### config.mk
export PLATFORM = sky130hd
export DESIGN_NAME = led_pwm_output_flat
export DESIGN_NICKNAME = d
export VERILOG_FILES = /design/src/rtl/led_pio_pkg.sv /design/src/rtl/led_pwm_output_if.sv /design/src/rtl/led_pwm_timebase.sv /design/src/rtl/led_pwm_output.sv /design/src/flat_wrapper.sv
export SDC_FILE = /design/constraint.sdc
export NUM_CORES = 1
export LEC_CHECK = 0
export CORE_MARGIN = 5
export CORE_UTILIZATION = 47
export CTS_BUF_LIST = sky130_fd_sc_hd__clkbuf_4
export DETAILED_ROUTE_END_ITERATION = 7
export GPL_TIMING_DRIVEN = 0
export PLACE_DENSITY = 0.95
export SETUP_SLACK_MARGIN = 0.5
export SLEW_MARGIN = 20
export SYNTH_ARGS = -nofsm -noshare
export SYNTH_HDL_FRONTEND = slang
export SYNTH_HIERARCHICAL = 1
export SYNTH_SLANG_ARGS = --single-unit
### constraint.sdc
create_clock -name clk -period 2.7 [get_ports clk]
set_input_delay 0.675 -clock clk [delete_from_list [all_inputs] [get_ports clk]]
set_output_delay 0.675 -clock clk [all_outputs]
set_load 0.05 [all_outputs]
### src/rtl/led_pio_pkg.sv
// Register map and STATUS field layout shared by the LED PWM output block.
// Pure constants; no latency, no backpressure.
package led_pio_pkg;

   localparam logic [2:0] ADDR_DATA         = 3'd0;
   localparam logic [2:0] ADDR_SET          = 3'd1;
   localparam logic [2:0] ADDR_CLEAR        = 3'd2;
   localparam logic [2:0] ADDR_DUTY         = 3'd3;
   localparam logic [2:0] ADDR_BLINK_MASK   = 3'd4;
   localparam logic [2:0] ADDR_BLINK_PERIOD = 3'd5;
   localparam logic [2:0] ADDR_STATUS       = 3'd6;

   localparam int STATUS_CNT_LSB = 0;

   // phase sits directly above the pwm counter field
   function automatic int status_phase_bit(input int pwm_bits);
      return STATUS_CNT_LSB + pwm_bits;
   endfunction

endpackage

### src/rtl/led_pwm_output_if.sv
// Avalon-MM slave bus for the LED PWM output block; zero wait states,
// combinational readdata, no backpressure.
interface led_pwm_output_if;

   logic [2:0]  address;
   logic        chipselect;
   logic        write_n;
   logic [31:0] writedata;
   logic [31:0] readdata;

   modport master (
      output address, chipselect, write_n, writedata,
      input  readdata
   );

   modport slave (
      input  address, chipselect, write_n, writedata,
      output readdata
   );

endinterface

### src/rtl/led_pwm_timebase.sv
// PWM timebase: prescaler, free-running pwm_cnt and a one-cycle wrap strobe.
// Outputs are registered counts plus combinational strobe; never stalls.
module led_pwm_timebase #(
   parameter int PWM_BITS = 8,
   parameter int PRESCALE = 1
) (
   input  logic                clk,
   input  logic                reset_n,
   output logic [PWM_BITS-1:0] pwm_cnt,
   output logic                wrap
);

   localparam int PS_W = (PRESCALE > 1) ? $clog2(PRESCALE) : 1;

   logic [PS_W-1:0] ps;
   logic            tick;

   assign tick = (ps == PS_W'(PRESCALE - 1));
   assign wrap = tick & (pwm_cnt == '1);

   always_ff @(posedge clk) begin
      if (!reset_n) begin
         ps      <= '0;
         pwm_cnt <= '0;
      end else if (tick) begin
         ps      <= '0;
         pwm_cnt <= pwm_cnt + PWM_BITS'(1);
      end else begin
         ps      <= ps + PS_W'(1);
      end
   end

endmodule

### src/rtl/led_pwm_output.sv
// LED PIO with set/clear, global PWM dimming and optional blink (LED_PWM_OUTPUT_BLINK_EN).
// One cycle from register/state change to out_port; zero-wait-state slave, no backpressure.
module led_pwm_output
   import led_pio_pkg::*;
#(
   parameter int WIDTH      = 3,
   parameter int PWM_BITS   = 8,
   parameter int PRESCALE   = 1,
   parameter int BLINK_BITS = 16
) (
   input  logic             clk,
   input  logic             reset_n,
   led_pwm_output_if.slave  bus,
   output logic [WIDTH-1:0] out_port
);

   logic                wr;
   logic [WIDTH-1:0]    wd_bits;
   logic [WIDTH-1:0]    data;
   logic [PWM_BITS-1:0] duty_pend;
   logic [PWM_BITS-1:0] duty_act;
   logic [PWM_BITS-1:0] pwm_cnt;
   logic                wrap;
   logic                phase;
   logic                pwm_on;
   logic [WIDTH-1:0]    blink_gate;
   logic                unused_wd;

   assign wr        = bus.chipselect & ~bus.write_n;
   assign wd_bits   = bus.writedata[WIDTH-1:0];
   assign unused_wd = ^bus.writedata;

   led_pwm_timebase #(
      .PWM_BITS (PWM_BITS),
      .PRESCALE (PRESCALE)
   ) u_timebase (
      .clk     (clk),
      .reset_n (reset_n),
      .pwm_cnt (pwm_cnt),
      .wrap    (wrap)
   );

   // duty_act only moves at the period boundary, so a write never truncates a pulse
   always_ff @(posedge clk) begin
      if (!reset_n) begin
         data      <= '0;
         duty_pend <= '1;
         duty_act  <= '1;
      end else begin
         if (wrap)
            duty_act <= duty_pend;
         if (wr) begin
            case (bus.address)
               ADDR_DATA:  data      <= wd_bits;
               ADDR_SET:   data      <= data | wd_bits;
               ADDR_CLEAR: data      <= data & ~wd_bits;
               ADDR_DUTY:  duty_pend <= bus.writedata[PWM_BITS-1:0];
               default:    ;
            endcase
         end
      end
   end

`ifdef LED_PWM_OUTPUT_BLINK_EN
   logic [WIDTH-1:0]      blink_mask;
   logic [BLINK_BITS-1:0] blink_period;
   logic [BLINK_BITS-1:0] blink_cnt;

   always_ff @(posedge clk) begin
      if (!reset_n) begin
         blink_mask   <= '0;
         blink_period <= '0;
         blink_cnt    <= '0;
         phase        <= 1'b1;
      end else begin
         if (wr && bus.address == ADDR_BLINK_MASK)
            blink_mask <= wd_bits;
         // a period write restarts the blink cycle even on a terminal-count wrap
         if (wr && bus.address == ADDR_BLINK_PERIOD) begin
            blink_period <= bus.writedata[BLINK_BITS-1:0];
            blink_cnt    <= '0;
            phase        <= 1'b1;
         end else if (wrap) begin
            if (blink_period == '0) begin
               blink_cnt <= '0;
               phase     <= 1'b1;
            end else if (blink_cnt == blink_period - BLINK_BITS'(1)) begin
               blink_cnt <= '0;
               phase     <= ~phase;
            end else begin
               blink_cnt <= blink_cnt + BLINK_BITS'(1);
            end
         end
      end
   end

   assign blink_gate = ~blink_mask | {WIDTH{phase}};
`else
   logic [BLINK_BITS-1:0] unused_blink;

   assign unused_blink = '0;
   assign phase        = 1'b1;
   assign blink_gate   = '1;
`endif

   assign pwm_on = (duty_act == '1) | (pwm_cnt < duty_act);

   always_ff @(posedge clk) begin
      if (!reset_n)
         out_port <= '0;
      else
         out_port <= data & {WIDTH{pwm_on}} & blink_gate;
   end

   always_comb begin
      bus.readdata = '0;
      case (bus.address)
         ADDR_DATA, ADDR_SET, ADDR_CLEAR: bus.readdata = 32'(data);
         ADDR_DUTY:                       bus.readdata = 32'(duty_pend);
`ifdef LED_PWM_OUTPUT_BLINK_EN
         ADDR_BLINK_MASK:                 bus.readdata = 32'(blink_mask);
         ADDR_BLINK_PERIOD:               bus.readdata = 32'(blink_period);
`else
         ADDR_BLINK_MASK:                 bus.readdata = '0;
         ADDR_BLINK_PERIOD:               bus.readdata = '0;
`endif
         ADDR_STATUS: bus.readdata = (32'(phase) << status_phase_bit(PWM_BITS))
                                   | (32'(pwm_cnt) << STATUS_CNT_LSB);
         default:     bus.readdata = '0;
      endcase
   end

endmodule

### src/flat_wrapper.sv
// flat-port wrapper written by rule: the top's interface ports become plain ports
module led_pwm_output_flat import led_pio_pkg::*;
#(
   parameter int WIDTH      = 3,
   parameter int PWM_BITS   = 8,
   parameter int PRESCALE   = 1,
   parameter int BLINK_BITS = 16
)
  (clk, reset_n, out_port, bus_address, bus_chipselect, bus_write_n, bus_writedata, bus_readdata);
  led_pwm_output_if bus_i ();
  input  logic clk;
  input  logic reset_n;
  output logic [WIDTH-1:0] out_port;
  input wire logic [$bits(bus_i.address)-1:0] bus_address;
  input wire logic [$bits(bus_i.chipselect)-1:0] bus_chipselect;
  input wire logic [$bits(bus_i.write_n)-1:0] bus_write_n;
  input wire logic [$bits(bus_i.writedata)-1:0] bus_writedata;
  output wire logic [$bits(bus_i.readdata)-1:0] bus_readdata;
  assign bus_i.address = bus_address;
  assign bus_i.chipselect = bus_chipselect;
  assign bus_i.write_n = bus_write_n;
  assign bus_i.writedata = bus_writedata;
  assign bus_readdata = bus_i.readdata;
  led_pwm_output #(.WIDTH(WIDTH), .PWM_BITS(PWM_BITS), .PRESCALE(PRESCALE), .BLINK_BITS(BLINK_BITS)) u_core (.clk(clk), .reset_n(reset_n), .bus(bus_i), .out_port(out_port));
endmodule
* Word level (Yosys, flattened, before mapping)
Cells that the tools add are included.
** Operators by class
- Add/subtract/negate cells :: 2
- Multipliers :: 0
- Divide/modulo/power cells :: 0
- Order comparisons :: 1
- Equal/unequal tests :: 6
- Shifts and indexed selects :: 0
- Muxes and demuxes :: 2
- Bitwise operators :: 9
- Reductions and logical operators :: 6
** Operators by type and width (number)
- case mux 9 bit (3 select lines) :: 1
- == test 8 bit (second input constant) :: 2
- case mux 3 bit (3 select lines) :: 1
- adder 8 x 1 -> 8 bit (second input constant) :: 1
- less-than comparator 8 bit :: 1
- bitwise AND 3 bit :: 2
- == test 3 x 2 -> 1 bit (second input constant) :: 2
- AND reduction 2 bit :: 3
- == test 3 x 1 -> 1 bit (second input constant) :: 1
- == test 3 bit (second input constant) :: 1
- zero test 3 bit :: 1
- inverter 3 bit :: 1
- bitwise OR 3 bit :: 1
- nonzero test 3 bit :: 1
- OR reduction 3 bit :: 1
- bitwise AND 1 bit :: 2
- inverter 1 bit :: 2
- adder 1 bit (second input constant) :: 1
- bitwise OR 1 bit :: 1
** Storage, ports and cells
- Bits in registers :: 31
- Bits in latches :: 0
- Memory bits (writable) :: 0
- Memory bits (read-only) :: 0
- Input bits :: 39
- Memories :: 0

* Depth between registers and ports, before layout
Gate-level depths: netlist (run 1).
- Depth in word-level cells :: 3
- Depth in mapped cells :: 7

* Cells and area by module
Netlist (run 1), hierarchy kept.
** By module, submodules not included
- led_pwm_output :: instances 1, cells each 166, area each 1328.8 um2, seq. area each 440.4 um2
- led_pwm_timebase :: instances 1, cells each 40, area each 390.4 um2, seq. area each 180.2 um2

* Worst setup path before layout (run 1)
OpenSTA, ideal clock, no wires.
- Path type :: input-to-output
- From :: input port bus_address[1]
- To :: output port bus_readdata[0]
- Arrival time :: 2331 ps
- Data required time :: 2025 ps
- Setup slack :: -306 ps
- Stages :: 5
- Path buffers :: 1
- Path through :: clkbuf_1 nand2_1 nor2_1 nand2_1 o21ai_0
** Between the ends
- Cells in the longest elaborated chain, start to end :: 3
** Ends and longest elaborated chain
- start: declaration :: line flat_wrapper.sv:14 : input wire logic [$bits(bus_i.address)-1:0] bus_address;
- == test 3 x 1 -> 1 bit, or another cell as far along :: line led_pwm_output.sv:117 : case (bus.address)
- OR reduction 3 bit :: line led_pwm_output.sv:117
- case mux 9 bit (3 select lines) * :: line led_pwm_output.sv:117
- end: declaration :: line flat_wrapper.sv:18 : output wire logic [$bits(bus_i.readdata)-1:0] bus_readdata;
Every way passes the cells marked *; elsewhere a longest branch is shown, timed or not.

* Final worst setup path (run 1)
- From :: input port bus_address[0]
- To :: output port bus_readdata[6]
The elaborated chain is that of the path after synthesis.

==> results of run 1 <==
[final timing paths]
path                                      endpoint  cells past startpoint  slack, ps
hold / removal    u_core/duty_pend[7]$_SDFFE_PN1P_                      2        500
setup / recovery                   bus_readdata[6]                      5        520
hold reg to reg   u_core/duty_pend[7]$_SDFFE_PN1P_                      2        500
setup reg to reg   u_core/duty_act[1]$_SDFFE_PN1P_                      7        760
[worst max-delay path, cell delays in order]
cell and delay [ps]:
clkbuf_4 160, and2b_2 240, a22oi_1 170, nor2b_2 60, buf_4 190
[state kept, by name, summed over array words and instances (netlist names)]
register and cells:
u_core/duty_act 8, u_core/u_timebase/ps 1, u_core/duty_pend 8, u_core/out_port 3, u_core/data 3, u_core/u_timebase/pwm_cnt 8
[final cells by class]
class	count	area share (%)
clock inverters	3	0.662
inverters	9	1.49
plain buffers	29	9.49
well taps	48	2.65
multi-input cells	159	45.1
flip-flops and latches	31	27.4
repair buffers	28	11.6
clock buffers	5	1.66
[through the flow]
step                power (W)  instances  cell area, µm²  hold WS, ps  setup TNS [ps]
floorplan            0.000652        228            1860          459               0
global placement     0.000703        302            2180          475           -6410
detailed placement   0.000705        302            2180          485           -6510
CTS                  0.000964        312            2260          499               0
global route          0.00101        312            2270          532               0
finish               0.000961        312            2270          500               0
[power breakdown]
part	internal [W]	switching [W]	total, W
Clock	0.0000951	0.000163	0.000258
Combinational	0.0000832	0.000143	0.000227
Sequential	0.000466	0.0000113	0.000477
[placed cells by master, fill, tap and decap left out, types with 3 or more instances in the layout]
master           count
o21ai_0              7
and2_1               4
a22oi_1              4
nand4_1              3
nor2b_2              5
clkbuf_4             6
nor2b_1              5
xnor2_1              4
conb_1              24
dfxtp_1             31
nor2_1               3
clkdlybuf4s50_1     14
buf_6                7
nand2_2              4
a32o_1               3
nand3_1              9
ha_1                 8
and3b_1              3
buf_4               28
inv_1                9
mux2i_1              3
nand2b_1             3
a21boi_1             3
o211ai_1             8
nand2_1             32
[metal layers]
| metal | vias to the layer above | global-route usage [%] |
|---|---|---|
| met1 | 674 | 19.6 |
| li1 | 775 | - |
| met4 | 0 | 9.36 |
| met2 | 44 | 26.6 |
| met5 | - | 0 |
| met3 | 7 | 3.45 |
[cells by family (layout without fill, tap and decap cells)]
logic type / count (synthesis) / in the layout / share of synthesized area (%)
AND/OR/NAND/NOR: 84 / 84 / 25.1
buffers and inverters: 38 / 74 / 13.8
AO/OA/AOI/OAI: 34 / 34 / 13.8
flip-flops: 31 / 31 / 36.1
adder cells (fa/ha/maj): 8 / 8 / 5.82
multiplexers: 5 / 5 / 2.91
XOR/XNOR: 4 / 4 / 2.04
other: 2 / 24 / 0.437
[repair_timing]
action / 4_1_cts / 5_1_grt
resized for setup: 82 / 6
setup endpoints to repair: 9 / 20
pin swaps: 1 / 0
setup buffers: 2 / 0
==> results_tabular.tex, run 1 <==
\begin{tabular}{lr}
\hline
Metric & Value \\
\hline
\multicolumn{2}{l}{\textbf{CTS}} \\
\quad Reg clk slew, reported paths & 90 ps \\
\quad Number of sinks driven by the clock tree & 31 \\
\quad Clock Latency Late Sink & 340 ps \\
\quad Clock Path Buffers & 2 \\
\quad Library cell used as clock root buffer & clkbuf\_4 \\
\quad Count of H-tree levels built during CTS & 2 \\
\quad TritonCTS buffer count & 5 \\
\quad Cts-stage hold buffer count & 0 \\
\quad TritonCTS clock tree & yes \\
\multicolumn{2}{l}{\textbf{Global route}} \\
\quad Vias in the first global route & roughly 1400 \\
\quad Global-route wire length before repair & roughly 6400 µm \\
\quad Initial antenna violation count & 0 \\
\quad Global router's overall resource usage & 16.3\% \\
\quad Largest net degree at the start of global routing & 15 \\
\quad Remaining global-route overflow & 0 \\
\multicolumn{2}{l}{\textbf{Floorplan}} \\
\quad Die footprint & 0.00497 mm² \\
\quad IO Pins & 74 \\
\quad Die H & 70.5 µm \\
\quad Floorplan Core Area & $\sim$0.0036 mm² \\
\quad Width of the die & 70.5 µm \\
\quad Number of core rows & 22 \\
\quad Initial cell density of the core & between 40\% and 50\% \\
\multicolumn{2}{l}{\textbf{Final layout}} \\
\quad Area taken by flip-flops and latches & $\sim$620 µm² \\
\quad Synthesis-to-layout area growth & 31.9\% \\
\quad Number of filler cells placed in the layout & about 320 \\
\quad Antenna Diode Count & 0 \\
\quad Final net count & 310 \\
\quad Share of the core filled with cells & 62.9\% \\
\quad Area occupied by multi-input gates & 0.00102 mm² \\
\quad Fraction of final layout cells with drive strength greater than 1 & 25.0\% \\
\multicolumn{2}{l}{\textbf{Placement}} \\
\quad GP Congestion & 0.797 \\
\quad Setup slack at placement & -850 ps \\
\quad IO Port Bufs & 26 \\
\quad Sum of net half-perimeters after detailed placement & 2980 µm \\
\multicolumn{2}{l}{\textbf{Pwr}} \\
\quad Maximum ir drop on the vdd rail & 0.000279 V \\
\quad Leakage power of the design & 1.07 nW \\
\quad Power per cell area & between 400 and 500 mW/mm² \\
\multicolumn{2}{l}{\textbf{Critical path}} \\
\quad Category of the most critical setup path & input port to output pin \\
\quad Worst setup EP type & output pin \\
\quad Data required time at the worst endpoint & roughly 2000 ps \\
\quad Crit-path max FO & 5 \\
\quad Type of element launching the critical path & input port \\
\quad Source of the critical timing path & bus\_address[0] \\
\quad Worst EP arrival & 1510 ps \\
\quad Start of the worst register-to-register path & u\_core/u\_timebase/pwm\_cnt[0]\$\_SDFFE\_PN0N\_ \\
\multicolumn{2}{l}{\textbf{Drt}} \\
\quad Detailed-route wire length per cell & 12.2 µm \\
\quad Drt drc & 0 \\
\quad Routed wire length on met3 & between 200 and 250 µm \\
\quad Post-route antenna net violation count & 0 \\
\quad Initial detailed-routing violation count & 81 \\
\quad 1st-pass router iterations & 4 \\
\quad Average via count per standard cell & 4.81 \\
\quad Wire length the detailed router placed on met1 & 1600 µm \\
\quad Detailed-route via count & 1500 \\
\quad Met2 WL & 1900 µm \\
\quad Routed WL & 3800 µm \\
\quad Highest routing layer actually used & met4 \\
\multicolumn{2}{l}{\textbf{Synth}} \\
\quad Top FF cell, synth & dfxtp\_1 \\
\quad Number of synthesized flops with an enable pin & 0 \\
\quad Fraction of synthesized cell area taken by the top area cell type & between 30\% and 40\% \\
\quad Post-synthesis register bit count & 31 \\
\quad Top cells by instance count after synthesis & nand2\_1, dfxtp\_1, buf\_4, nor2b\_1, o21ai\_0 \\
\quad Syn Std Cell Area & 0.00172 mm² \\
\quad Synthesized area per cell & 8.35 µm² \\
\quad Distinct cells, synth & 34 \\
\quad Yosys synthesis warning count & 6 \\
\quad Cell with the most instances after synthesis & nand2\_1 \\
\quad Cell types occupying the most area after synthesis & dfxtp\_1, buf\_4, nand2\_1, ha\_1, nor2b\_1 \\
\quad Portion of the post-synthesis area used by sequential elements & 36.1\% \\
\quad Synthesized netlist cell count & 206 \\
\quad Share of synthesized flip-flops with an asynchronous set or reset & 0\% \\
\quad Yosys top cell by area & dfxtp\_1 \\
\multicolumn{2}{l}{\textbf{Timing}} \\
\quad Setup repair after global routing missed its margin & true \\
\quad Number of slew-limit violations in the final report & 0 \\
\quad Skew final & 10.6 ps \\
\quad Period utilisation layout & 80.8\% \\
\quad Fmax & around 0.46 GHz \\
\quad Post-route worst setup slack & 517 ps \\
\quad Rel. slew slack & 64.6\% \\
\quad Setup Viol. Count Final & 0 \\
\quad Final period demand of the worst path & 2180 ps \\
\quad Final Hold Violating Endpoints & 0 \\
\quad Slew @ Worst Pin & $\sim$530 ps \\
\multicolumn{2}{l}{\textbf{Run}} \\
\quad Number of max-cap violations & 0 \\
\multicolumn{2}{l}{\textbf{Status}} \\
\quad Run status & completed \\
\multicolumn{2}{l}{\textbf{Min path}} \\
\quad Beginning of the worst hold path & u\_core/duty\_pend[7]\$\_SDFFE\_PN1P\_ \\
\quad Hold/Removal Path Class & flop to flop \\
\hline
\end{tabular}
(Power assumes the default switching activity.)
==> run 2: changes to the inputs <==
--- a/config.mk
+++ b/config.mk
@@ -6,11 +6,11 @@
 export NUM_CORES = 1
 export LEC_CHECK = 0
 export CORE_MARGIN = 5
-export CORE_UTILIZATION = 47
+export CORE_UTILIZATION = 39
 export CTS_BUF_LIST = sky130_fd_sc_hd__clkbuf_4
 export DETAILED_ROUTE_END_ITERATION = 7
 export GPL_TIMING_DRIVEN = 0
-export PLACE_DENSITY = 0.95
+export PLACE_DENSITY = 0.86
 export SETUP_SLACK_MARGIN = 0.5
 export SLEW_MARGIN = 20
 export SYNTH_ARGS = -nofsm -noshare
==> constraint.sdc (replaced) <==
create_clock -name clk -period 1.79 [get_ports clk]
set_input_delay 0.4475 -clock clk [delete_from_list [all_inputs] [get_ports clk]]
set_output_delay 0.4475 -clock clk [all_outputs]
set_load 0.05 [all_outputs]
==> results_tabular.tex, run 2 (synthesis results as in run 1) <==
\begin{tabular}{lr}
\hline
Metric & Value \\
\hline
\multicolumn{2}{l}{\textbf{CTS}} \\
\quad Count of H-tree levels built during CTS & 2 (unchanged) \\
\quad Reg clk slew, reported paths & 90 ps (about the same) \\
\quad TritonCTS buffer count & 5 (unchanged) \\
\quad Library cell used as clock root buffer & clkbuf\_4 (unchanged) \\
\quad TritonCTS clock tree & yes (unchanged) \\
\quad Number of sinks driven by the clock tree & 31 (unchanged) \\
\quad Clock Path Buffers & 2 (unchanged) \\
\quad Cts-stage hold buffer count & 0 (unchanged) \\
\quad Clock Latency Late Sink & 330 ps (was 340 ps) \\
\multicolumn{2}{l}{\textbf{Global route}} \\
\quad Remaining global-route overflow & 0 (unchanged) \\
\quad Largest net degree at the start of global routing & 15 (unchanged) \\
\quad Global-route wire length before repair & 7620 µm (was 6440 µm) \\
\quad Initial antenna violation count & 0 (unchanged) \\
\quad Vias in the first global route & 1682 (was 1438) \\
\quad Global router's overall resource usage & 16.1\% (was 16.3\%) \\
\multicolumn{2}{l}{\textbf{Final layout}} \\
\quad Leading cell type in the layout, fill and taps excluded & buf\_4 (was nand2\_1) \\
\quad Antenna Diode Count & 0 (unchanged) \\
\quad Synthesis-to-layout area growth & 65.9\% (was 31.9\%) \\
\quad Final net count & 333 (was 310) \\
\quad Fraction of final layout cells with drive strength greater than 1 & 54.7\% (was 25.0\%) \\
\quad Regs by FF count & u\_core/duty\_act x8, u\_core/duty\_pend x8, u\_core/u\_timebase/pwm\_cnt x8 (unchanged) \\
\quad Most used cells in the layout excluding fill and tap cells & buf\_4, conb\_1, nand2\_1 (was nand2\_1, dfxtp\_1, buf\_4) \\
\multicolumn{2}{l}{\textbf{Pwr}} \\
\quad Power per cell area & 538 mW/mm² (was 424 mW/mm²) \\
\quad Leakage power of the design & 1.25 nW (was 1.07 nW) \\
\quad Total power of the final layout & 0.00154 W (was 0.000961 W) \\
\quad Maximum ir drop on the vdd rail & 0.000323 V (was 0.000279 V) \\
\multicolumn{2}{l}{\textbf{Drt}} \\
\quad Detailed-route via count & 1699 (was 1500) \\
\quad Drt drc & 0 (unchanged) \\
\quad 1st-pass router iterations & 4 (unchanged) \\
\quad Detailed-route wire length per cell & 14.8 µm (was 12.2 µm) \\
\quad Routed WL & 5000 µm (was 3800 µm) \\
\quad Initial detailed-routing violation count & 98 (was 81) \\
\quad Post-route antenna net violation count & 0 (unchanged) \\
\quad Average via count per standard cell & 5.01 (was 4.81) \\
\multicolumn{2}{l}{\textbf{Floorplan}} \\
\quad Floorplan Core Area & 0.00432 mm² (was 0.00361 mm²) \\
\quad Die H & 76.4 µm (was 70.5 µm) \\
\quad Initial cell density of the core & 39.8\% (was 47.7\%) \\
\quad Die footprint & 0.00584 mm² (was 0.00497 mm²) \\
\quad Number of core rows & 24 (was 22) \\
\quad Width of the die & 76.4 µm (was 70.5 µm) \\
\quad IO Pins & 74 (unchanged) \\
\multicolumn{2}{l}{\textbf{Placement}} \\
\quad IO Port Bufs & 26 (unchanged) \\
\quad Setup slack at placement & -1340 ps (was -850 ps) \\
\quad Sum of net half-perimeters after detailed placement & 3110 µm (was 2980 µm) \\
\quad GP Congestion & 0.772 (was 0.797) \\
\multicolumn{2}{l}{\textbf{Min path}} \\
\quad Hold/Removal Path Class & flop to flop (unchanged) \\
\quad Hold Crit Depth & 2 (unchanged) \\
\quad Beginning of the worst hold path & u\_core/duty\_pend[5]\$\_SDFFE\_PN1P\_ (was u\_core/duty\_pend[7]\$\_SDFFE\_PN1P\_) \\
\quad Hold Path End & u\_core/duty\_pend[5]\$\_SDFFE\_PN1P\_ (was u\_core/duty\_pend[7]\$\_SDFFE\_PN1P\_) \\
\multicolumn{2}{l}{\textbf{Critical path}} \\
\quad Data required time at the worst endpoint & 1340 ps (was 2030 ps) \\
\quad Worst EP arrival & 1240 ps (was 1510 ps) \\
\quad Crit-path max FO & 4 (was 5) \\
\quad Type of element launching the critical path & input port (unchanged) \\
\quad Worst setup EP type & output pin (unchanged) \\
\quad Start of the worst register-to-register path & u\_core/duty\_act[7]\$\_SDFFE\_PN1P\_ (was u\_core/u\_timebase/pwm\_cnt[0]\$\_SDFFE\_PN0N\_) \\
\quad Category of the most critical setup path & input port to output pin (unchanged) \\
\quad Worst-case reg-to-reg path depth & 5 (was 7) \\
\quad Reg-to-reg endpoint & u\_core/out\_port[0]\$\_SDFF\_PN0\_ (was u\_core/duty\_act[1]\$\_SDFFE\_PN1P\_) \\
\quad R2R setup slack & 310 ps (was 760 ps) \\
\multicolumn{2}{l}{\textbf{Timing}} \\
\quad Skew final & 8.45 ps (was 10.6 ps) \\
\quad Fmax & between 0.5 and 0.6 GHz \\
\quad Period utilisation layout & 94.4\% \\
\quad Setup Viol. Count Final & 0 (unchanged) \\
\quad Setup repair after global routing missed its margin & true (unchanged) \\
\quad Post-route worst setup slack & 99.4 ps (was 517 ps) \\
\quad Final period demand of the worst path & between 1500 and 2000 ps \\
\quad Final Hold Violating Endpoints & 0 (unchanged) \\
\quad Number of slew-limit violations in the final report & 0 (unchanged) \\
\multicolumn{2}{l}{\textbf{Run}} \\
\quad Number of max-cap violations & 0 (unchanged) \\
\multicolumn{2}{l}{\textbf{Status}} \\
\quad Run status & completed (unchanged) \\
\hline
\end{tabular}
[run 2: critical path, stage by stage]
cell and delay, ps:
buf_12 110, nor2b_4 130, buf_6 110, a22oi_2 220, nor2b_4 70, buf_8 150
[run 2: worst max-delay path by stage]
stage | cells past startpoint | startpoint | slack [ps] | to
6_report | 6 | bus_address[2] | 100 | bus_readdata[7]
5_1_grt | 6 | bus_address[2] | 80 | bus_readdata[7]
4_1_cts | 5 | bus_address[0] | 100 | bus_readdata[5]
3_5_place_dp | 5 | bus_address[2] | -1340 | bus_readdata[4]
3_3_place_gp | 5 | bus_address[2] | -1290 | bus_readdata[4]
2_1_floorplan | 5 | bus_address[1] | 110 | bus_readdata[0]
[run 2: what timing repair did]
action                                 4_1_cts  5_1_grt
gates cloned                                 1        0
pin swaps                                   19       11
endpoints found under the hold margin        0        0
resized for setup                          165       35
setup endpoints to repair                   36       33
setup buffers                               21        3
[run 2: stage by stage]
step	setup TNS, ps	util, %	hold slack (ps)	area [µm²]	std cells
after global routing	0	66.0	527	2850	339
after detailed placement	-19580	53.4	489	2310	306
after global placement	-18740	53.4	482	2310	306
final	0	66.0	514	2850	339
after CTS	0	62.9	506	2720	336
after floorplan	0	-	459	1980	228
[run 2: routing by layer]
layer / up-vias / part of all wire (%) / GRT usage (%)
li1: 822 / - / -
met1: 809 / 38 / 17.5
met2: 65 / 54 / 28.6
met3: 3 / 6.5 / 4.96
met4: 0 / 0.84 / 6.47
met5: - / 0 / 0
[run 2: power by group]
part	total [W]	switching, W	internal (W)
clock network	0.000393	0.000232	0.000160
registers	0.000718	0.0000191	0.000699
logic	0.000425	0.000245	0.000180
total	0.00154	0.000496	0.00104
[run 2: area by class of cell]
class                           count  area [µm²]
Buffer                             29         241
Clock buffer                        6        45.0
Clock inverter                      2        7.51
Fill cell                         304        1470
Inverter                            9        33.8
Multi-Input combinational cell    159        1270
Sequential cell                    31         659
Tap cell                           52        65.1
Timing Repair Buffer               51         533
